==> src/rtl/bloom_filter_pkg.sv <==
// Shared types and default sizing for the bloom filter datapath.
// The window type and fill width are reused by the hash/LUT stage.
package bloom_filter_pkg;

  localparam int BYTE_W       = 8;
  localparam int MIN_STR_SIZE = 3;
  localparam int MAX_STR_SIZE = 20;
  localparam int FILL_W       = $clog2(MAX_STR_SIZE + 1);

  typedef logic [MAX_STR_SIZE-1:0][BYTE_W-1:0] str_window_t;

endpackage

==> src/rtl/bloom_str_window_if.sv <==
// Avalon-ST byte sink plus windowed-beat source of the sliding-window stage.
// The slave modport is the window block's view; master is the neighbours' view.
interface bloom_str_window_if #(
  parameter int BYTE_W       = bloom_filter_pkg::BYTE_W,
  parameter int MAX_STR_SIZE = bloom_filter_pkg::MAX_STR_SIZE
);

  logic [BYTE_W-1:0]              snk_data_i;
  logic                           snk_valid_i;
  logic                           snk_startofpacket_i;
  logic                           snk_endofpacket_i;
  logic                           snk_ready_o;
  logic [MAX_STR_SIZE*BYTE_W-1:0] src_data_o;
  logic [MAX_STR_SIZE-1:0]        src_len_mask_o;
  logic                           src_endofpacket_o;
  logic                           src_valid_o;
  logic                           src_ready_i;

  modport slave (
    input  snk_data_i, snk_valid_i, snk_startofpacket_i, snk_endofpacket_i,
    input  src_ready_i,
    output snk_ready_o,
    output src_data_o, src_len_mask_o, src_endofpacket_o, src_valid_o
  );

  modport master (
    output snk_data_i, snk_valid_i, snk_startofpacket_i, snk_endofpacket_i,
    output src_ready_i,
    input  snk_ready_o,
    input  src_data_o, src_len_mask_o, src_endofpacket_o, src_valid_o
  );

endinterface

==> src/rtl/bloom_str_window.sv <==
// Keeps the last MAX_STR_SIZE bytes of the current packet and emits one
// registered beat per accepted byte with a mask of in-packet substring lengths.
module bloom_str_window #(
  parameter int BYTE_W       = bloom_filter_pkg::BYTE_W,
  parameter int MIN_STR_SIZE = bloom_filter_pkg::MIN_STR_SIZE,
  parameter int MAX_STR_SIZE = bloom_filter_pkg::MAX_STR_SIZE
) (
  input logic               clk_i,
  input logic               rst_i,
  bloom_str_window_if.slave bus
);

  localparam int FILL_W = $clog2(MAX_STR_SIZE + 1);

  logic [MAX_STR_SIZE-1:0][BYTE_W-1:0] window;
  logic [MAX_STR_SIZE-1:0][BYTE_W-1:0] window_nxt;
  logic [FILL_W-1:0]                   fill;
  logic [FILL_W-1:0]                   fill_nxt;
  logic [MAX_STR_SIZE-1:0]             mask_nxt;
  logic                                in_pkt;
  logic                                accept;
  logic                                pkt_start;

  // Output slot is free when empty or being drained this cycle.
  assign bus.snk_ready_o = !bus.src_valid_o || bus.src_ready_i;
  assign accept          = bus.snk_valid_i && bus.snk_ready_o;
  assign pkt_start       = bus.snk_startofpacket_i || !in_pkt;

  always_comb begin
    // NOTE: every combinational output gets a default first so no path can infer a latch.
    window_nxt    = '0;
    window_nxt[0] = bus.snk_data_i;
    for (int k = 1; k < MAX_STR_SIZE; k++) begin
      if (!pkt_start) window_nxt[k] = window[k-1];
    end

    if (pkt_start)                          fill_nxt = FILL_W'(1);
    else if (fill == FILL_W'(MAX_STR_SIZE)) fill_nxt = fill;
    else                                    fill_nxt = fill + FILL_W'(1);

    mask_nxt = '0;
    for (int k = 0; k < MAX_STR_SIZE; k++) begin
      mask_nxt[k] = (FILL_W'(k) < fill_nxt) && (k + 1 >= MIN_STR_SIZE);
    end
  end

  // The window register doubles as the output data register: both load only on accept.
  assign bus.src_data_o = window;

  always_ff @(posedge clk_i or posedge rst_i) begin
    if (rst_i) begin
      // NOTE: the window is reset because its zero-filled slots are visible downstream.
      window                <= '0;
      fill                  <= '0;
      in_pkt                <= 1'b0;
      bus.src_len_mask_o    <= '0;
      bus.src_endofpacket_o <= 1'b0;
      bus.src_valid_o       <= 1'b0;
    end else if (accept) begin
      // NOTE: non-blocking assignments keep every register sampling pre-edge values.
      window                <= window_nxt;
      fill                  <= fill_nxt;
      in_pkt                <= !bus.snk_endofpacket_i;
      bus.src_len_mask_o    <= mask_nxt;
      bus.src_endofpacket_o <= bus.snk_endofpacket_i;
      bus.src_valid_o       <= 1'b1;
    end else if (bus.src_ready_i) begin
      bus.src_valid_o <= 1'b0;
    end
  end

endmodule

==> src/flat_wrapper.sv <==
// flat-port wrapper written by rule: the top's interface ports become plain ports
module bloom_str_window_flat 
#(
  parameter int BYTE_W       = bloom_filter_pkg::BYTE_W,
  parameter int MIN_STR_SIZE = bloom_filter_pkg::MIN_STR_SIZE,
  parameter int MAX_STR_SIZE = bloom_filter_pkg::MAX_STR_SIZE
)
  (clk_i, rst_i, bus_snk_data_i, bus_snk_valid_i, bus_snk_startofpacket_i, bus_snk_endofpacket_i, bus_src_ready_i, bus_snk_ready_o, bus_src_data_o, bus_src_len_mask_o, bus_src_endofpacket_o, bus_src_valid_o);
  bloom_str_window_if #(.BYTE_W(BYTE_W), .MAX_STR_SIZE(MAX_STR_SIZE)) bus_i ();
  input logic clk_i;
  input logic rst_i;
  input wire logic [$bits(bus_i.snk_data_i)-1:0] bus_snk_data_i;
  input wire logic [$bits(bus_i.snk_valid_i)-1:0] bus_snk_valid_i;
  input wire logic [$bits(bus_i.snk_startofpacket_i)-1:0] bus_snk_startofpacket_i;
  input wire logic [$bits(bus_i.snk_endofpacket_i)-1:0] bus_snk_endofpacket_i;
  input wire logic [$bits(bus_i.src_ready_i)-1:0] bus_src_ready_i;
  output wire logic [$bits(bus_i.snk_ready_o)-1:0] bus_snk_ready_o;
  output wire logic [$bits(bus_i.src_data_o)-1:0] bus_src_data_o;
  output wire logic [$bits(bus_i.src_len_mask_o)-1:0] bus_src_len_mask_o;
  output wire logic [$bits(bus_i.src_endofpacket_o)-1:0] bus_src_endofpacket_o;
  output wire logic [$bits(bus_i.src_valid_o)-1:0] bus_src_valid_o;
  assign bus_i.snk_data_i = bus_snk_data_i;
  assign bus_i.snk_valid_i = bus_snk_valid_i;
  assign bus_i.snk_startofpacket_i = bus_snk_startofpacket_i;
  assign bus_i.snk_endofpacket_i = bus_snk_endofpacket_i;
  assign bus_i.src_ready_i = bus_src_ready_i;
  assign bus_snk_ready_o = bus_i.snk_ready_o;
  assign bus_src_data_o = bus_i.src_data_o;
  assign bus_src_len_mask_o = bus_i.src_len_mask_o;
  assign bus_src_endofpacket_o = bus_i.src_endofpacket_o;
  assign bus_src_valid_o = bus_i.src_valid_o;
  bloom_str_window #(.BYTE_W(BYTE_W), .MIN_STR_SIZE(MIN_STR_SIZE), .MAX_STR_SIZE(MAX_STR_SIZE)) u_core (.clk_i(clk_i), .rst_i(rst_i), .bus(bus_i));
endmodule
==> config.mk <==
export PLATFORM = sky130hd
export DESIGN_NAME = bloom_str_window_flat
export DESIGN_NICKNAME = d
export VERILOG_FILES = /design/src/rtl/bloom_filter_pkg.sv /design/src/rtl/bloom_str_window_if.sv /design/src/rtl/bloom_str_window.sv /design/src/flat_wrapper.sv
export SDC_FILE = /design/constraint.sdc
export NUM_CORES = 1
export LEC_CHECK = 0
export ABC_AREA = 1
export CAP_MARGIN = 5
export CELL_PAD_IN_SITES_DETAIL_PLACEMENT = 1
export CELL_PAD_IN_SITES_GLOBAL_PLACEMENT = 1
export CORE_MARGIN = 2
export CORE_UTILIZATION = 33
export DETAILED_ROUTE_END_ITERATION = 16
export PLACE_DENSITY = 0.79
export SYNTH_ARGS = -nofsm -noshare
export SYNTH_HDL_FRONTEND = slang
export SYNTH_SLANG_ARGS = --single-unit
==> constraint.sdc <==
create_clock -name clk_i -period 6.6 [get_ports clk_i]
set_clock_uncertainty 0.05 [all_clocks]
set_input_delay 1.32 -clock clk_i [delete_from_list [all_inputs] [get_ports clk_i]]
set_output_delay 1.32 -clock clk_i [all_outputs]
set_load 0.01 [all_outputs]
After elaboration in Yosys (flattened, before gate mapping)
Cells that the tools add are included.

Bitwise operators: 0. Add/sub/neg operators: 1. Divide/modulo/power cells: 0. Multipliers: 0. $lt $le $gt $ge: 18. Mux-type cells: 23. Reductions and logical operators: 7. Equal/unequal tests: 1. Shift operators: 0.

Operators with widths (number): 8-bit 2-to-1 mux (19); 4-bit by 5-bit < comparator with 1-bit output (first input constant) (8); 3-bit by 5-bit < comparator with 1-bit output (first input constant) (4); 5-bit < comparator (first input constant) (4); 2-bit by 5-bit < comparator with 1-bit output (first input constant) (2); 5-bit 2-to-1 mux (2); 5-bit by 1-bit adder with 5-bit output (second input constant) (1); 5-bit equality test (second input constant) (1); 1-bit logical NOT (3); 1-bit logical OR (2); 1-bit 2-to-1 mux (2); 2-bit nonzero test (1); 1-bit logical AND (1).

Latch bits: 0. ROM bits: 0. Bits of input ports: 14. RAM bits: 0. Memories kept: 0. Flip-flop bits (word level): 186. Logic and storage cells: 75.

Logic depth before layout (Yosys ltp)
Depth in word-level cells: 4. Mapped depth: 11. Depth with buffers taken out: 11.

Least setup slack after synthesis
No wires, ideal clock.

Path kind: in2out. Start point: input bus_src_ready_i. End point: output bus_snk_ready_o. Arrival: 1438 ps. Path slack: 3792 ps. Cell stages on the path: 2. Required time: 5230 ps. Buffers on the path: 0. Cells stage by stage: inv_1 -> nand2_2.

Cells in the longest elaborated chain, start to end: 1.

RTL lines: start, declared (line flat_wrapper.sv:16) `input wire logic [$bits(bus_i.src_ready_i)-1:0] bus_src_ready_i;`; 1-bit logical OR (line bloom_str_window.sv:25) `assign bus.snk_ready_o = !bus.src_valid_o || bus.src_ready_i;`; end, declared (line flat_wrapper.sv:17) `output wire logic [$bits(bus_i.snk_ready_o)-1:0] bus_snk_ready_o;`.

Every way passes these cells.

Worst setup path after layout
Same ends and word-level chain as after synthesis.

==> Flow_metrics.wiki <==
{| class="wikitable"
! Metric !! Value
|-
| CTS clock-pin slew for the worst setup and hold paths || ~80 ps
|-
| Initial antenna violation count || 1
|-
| Maximum count of clock buffers along a single path || 2
|-
| Final hold violation count || 0
|-
| Number of buffer and inverter instances along the worst setup path || 3
|-
| Synth warn || 0
|-
| Setup crit end kind || primary output
|-
| Post-synthesis cell count || 823
|-
| Cell family with the largest share of critical-path delay || buffers and inverters
|-
| Most common cell in the synthesized netlist || nand2_1
|-
| Maximum level of the CTS H-tree || 4
|-
| Startpoint of the worst register-to-register path || u_core.bus.src_valid_o$_DFFE_PP0P_
|-
| Ant diodes || 0
|-
| Final routed DRC violation total || 0
|-
| Largest vdd supply drop || 0.000151 V
|-
| Hold slack || 440 ps
|-
| Worst hold path stage count || 2
|-
| Commonest register cell after synthesis || dfrtp_1
|-
| Filler cell count in the final layout || 2580
|-
| Yosys cell types || 27
|-
| Most instantiated cells after synthesis || nand2_1 (292), dfrtp_1 (185), o21ai_1 (79)
|-
| Top cells by area, synth || dfrtp_1 (61%), nand2_1 (14%), o21ai_1 (5.2%)
|-
| First-pass GRT wire length || 35500 µm
|-
| Number of post-CTS setup repair buffers || 0
|-
| Final weighted congestion of routability-driven global placement || between 0.7 and 0.8
|-
| # resized after CTS || 0
|-
| Syn Std Cell Area || 7650 µm²
|-
| Number of flops mapped to enable cells by yosys || 0
|-
| TritonCTS clock tree || done
|-
| Worst Max-Slew Pin Slew || 1010 ps
|-
| All-Layer GR Usage || about 18%
|-
| Number of max-cap violations || 0
|-
| Hold worst-path end || u_core.bus.src_len_mask_o[9]$_DFFE_PP0P_
|-
| Upper clock frequency limit || 259 MHz
|-
| Count of nets left with antenna violations after detail routing || 0
|-
| Total Routed Length || 21700 µm
|-
| Source of the worst hold timing path || u_core.bus.src_len_mask_o[9]$_DFFE_PP0P_
|-
| Maximum number of pins on one net before global-route repair || 177
|-
| Count of port buffers added during placement || 194
|-
| CP Cell Sequence || clkdlybuf4s50_1, inv_1, nand2_2, clkdlybuf4s50_1
|-
| Worst Reg2Reg Path Length in Cells || 6
|-
| Final worst path period share || 58.6%
|-
| CTS buffer count || 17
|-
| Max-slew violation count || 0
|-
| Crit Path Category || in -> out
|-
| Half-perimeter wire length after placement || about 15000 µm
|-
| Die Y-Extent || 156 µm
|-
| Initial DRT Pass Iterations || 5
|-
| Final setup vio count || 0
|-
| Number of core rows || 55
|-
| Total number of vias || between 6000 and 7000
|-
| Starting DRC count in detailed routing || 324
|-
| Detailed-route wire length per cell || 16.9 µm
|-
| Proportion of netlist area held by the largest area contributor || 60.5%
|-
| Remaining Overflow, GRT || 0
|-
| Core area || around 23000 µm²
|-
| Net total in the final layout || 998
|-
| Proportion of register bits with asynchronous set or reset after synthesis || 100%
|-
| Capture point of the worst reg-to-reg path || u_core.bus.src_len_mask_o[16]$_DFFE_PP0P_
|-
| Critical Path AT || 2490 ps
|-
| Layout cell share with drive strength beyond 1 || 5.53%
|-
| Worst setup timing slack at the placement stage || about 2400 ps
|-
| Min cycle time layout || 3860 ps
|-
| Required time worst endpoint || 5230 ps
|-
| Clock sink count || 185
|-
| Overall Power || 2.45 mW
|-
| FF-to-FF setup slack || 3810 ps
|-
| Number of global-route vias before repair || 6599
|-
| Post-cts hold buffer count || 0
|-
| Area of combinational cells with multiple inputs || 2450 µm²
|-
| Worst setup path start || bus_src_ready_i
|-
| Horiz. Die Dim || 156 µm
|-
| Post-Route Utilization || 44.9%
|-
| Type of origin of the critical path || input pin
|-
| Rel. slew slack || 32.4%
|-
| Source-to-sink clock delay at the later pin of the worst-skew pair || 430 ps
|-
| Starting Density || 33.7%
|-
| Clock tree root buffer cell || clkbuf_16
|-
| Leak Pwr || 4.32 nW
|-
| Total negative slack || 0 ps
|-
| RSZ-0062 raised after global routing || no
|-
| Post-synth top area cell || dfrtp_1
|-
| Setup slack after layout || 2740 ps
|-
| Die footprint || 24400 µm²
|-
| Critical path's most frequent cell || clkdlybuf4s50_1
|-
| Top-level port count || 197
|-
| Run status || complete, no violations
|-
| Maximum fanout count along the critical path || 3
|-
| Syn avg cell area || approximately 9.3 µm²
|-
| Synth-to-layout area growth || 33.3%
|-
| Seq cells post-synth || between 150 and 200
|-
| Via density || approximately 5
|-
| Worst min-delay path class || reg -> reg
|-
| Cell type of the slowest stage on the worst timing path || clkdlybuf4s50_1
|-
| CP max stage delay || 560 ps
|-
| FF/Latch Area || 4630 µm²
|-
| Sequential cell area fraction in the yosys report || 60.5%
|-
| Power density over the cells || 240 nW/µm²
|}
worst min-delay path: cells and delay by family (launching register included):
family           cells  cell delay [ps]
flip-flops           1              350
AND/OR/NAND/NOR      2              110
cells by family (layout without fill, tap and decap cells):
family	count (synthesis)	count (layout)	share of synthesized area, %
fa+ha+maj	2	2	0.327
flops	185	185	60.5
simple gates	362	362	19.6
compound gates	163	163	11.9
other cells	1	2	0.0490
buf+inv	110	281	7.65
worst max path at each step:
stage	to	cells past startpoint
6_report	bus_snk_ready_o	4
5_1_grt	u_core.bus.src_data_o[130]$_DFFE_PP0P_	8
4_1_cts	bus_snk_ready_o	4
3_5_place_dp	u_core.bus.src_data_o[30]$_DFFE_PP0P_	7
3_3_place_gp	u_core.bus.src_data_o[76]$_DFFE_PP0P_	7
2_1_floorplan	u_core.bus.src_data_o[0]$_DFFE_PP0P_	1
final cells by class:
cell class	instances	share of cell area, %
Multi-Input combinational cell	529	24.1
Sequential cell	185	45.4
Clock inverter	14	1.51
Inverter	51	1.98
Tap cell	285	3.50
Clock buffer	18	4.21
Timing Repair Buffer	198	19.3
through the flow:
step	cell area [µm²]	cells
floorplan	7650	824
global placement	9610	1248
detailed placement	9610	1248
CTS	10200	1280
global route	10200	1280
finish	10200	1280
placed cells by master (no fill, tap or decap), types with 4 or more instances in the layout:
cell type,instances
nand2_1,292
o31ai_1,32
clkdlybuf4s50_1,194
nand3_1,47
nand2_2,4
dfrtp_1,185
clkbuf_16,17
o21ai_0,48
inv_8,6
buf_4,4
nor2_1,5
clkinv_4,4
o21ai_1,79
nand4_1,4
inv_1,46
per-layer routing:
layer  vias to the layer above  part of all wire [%]  global-route usage (%)
li1                       2973                     -                       -
met1                      3078                    45                    23.9
met2                       159                    47                    29.3
met3                        16                   7.0                    6.26
met4                         2                  0.84                    4.28
met5                         -                 0.074                       0
flip-flops by register name, summed over array words and instances, names as in the netlist:
register,flops
u_core.bus.src_data_o,160
u_core.bus.src_endofpacket_o,1
u_core.bus.src_len_mask_o,18
u_core.bus.src_valid_o,1
u_core.fill,4
u_core.in_pkt,1
power by group:
group	switching [mW]	internal [mW]
clock	0.484	0.539
sequential	0.0257	1.16
combinational	0.164	0.0733
total	0.674	1.77
Note: power is estimated with default switching activity, not from simulation.
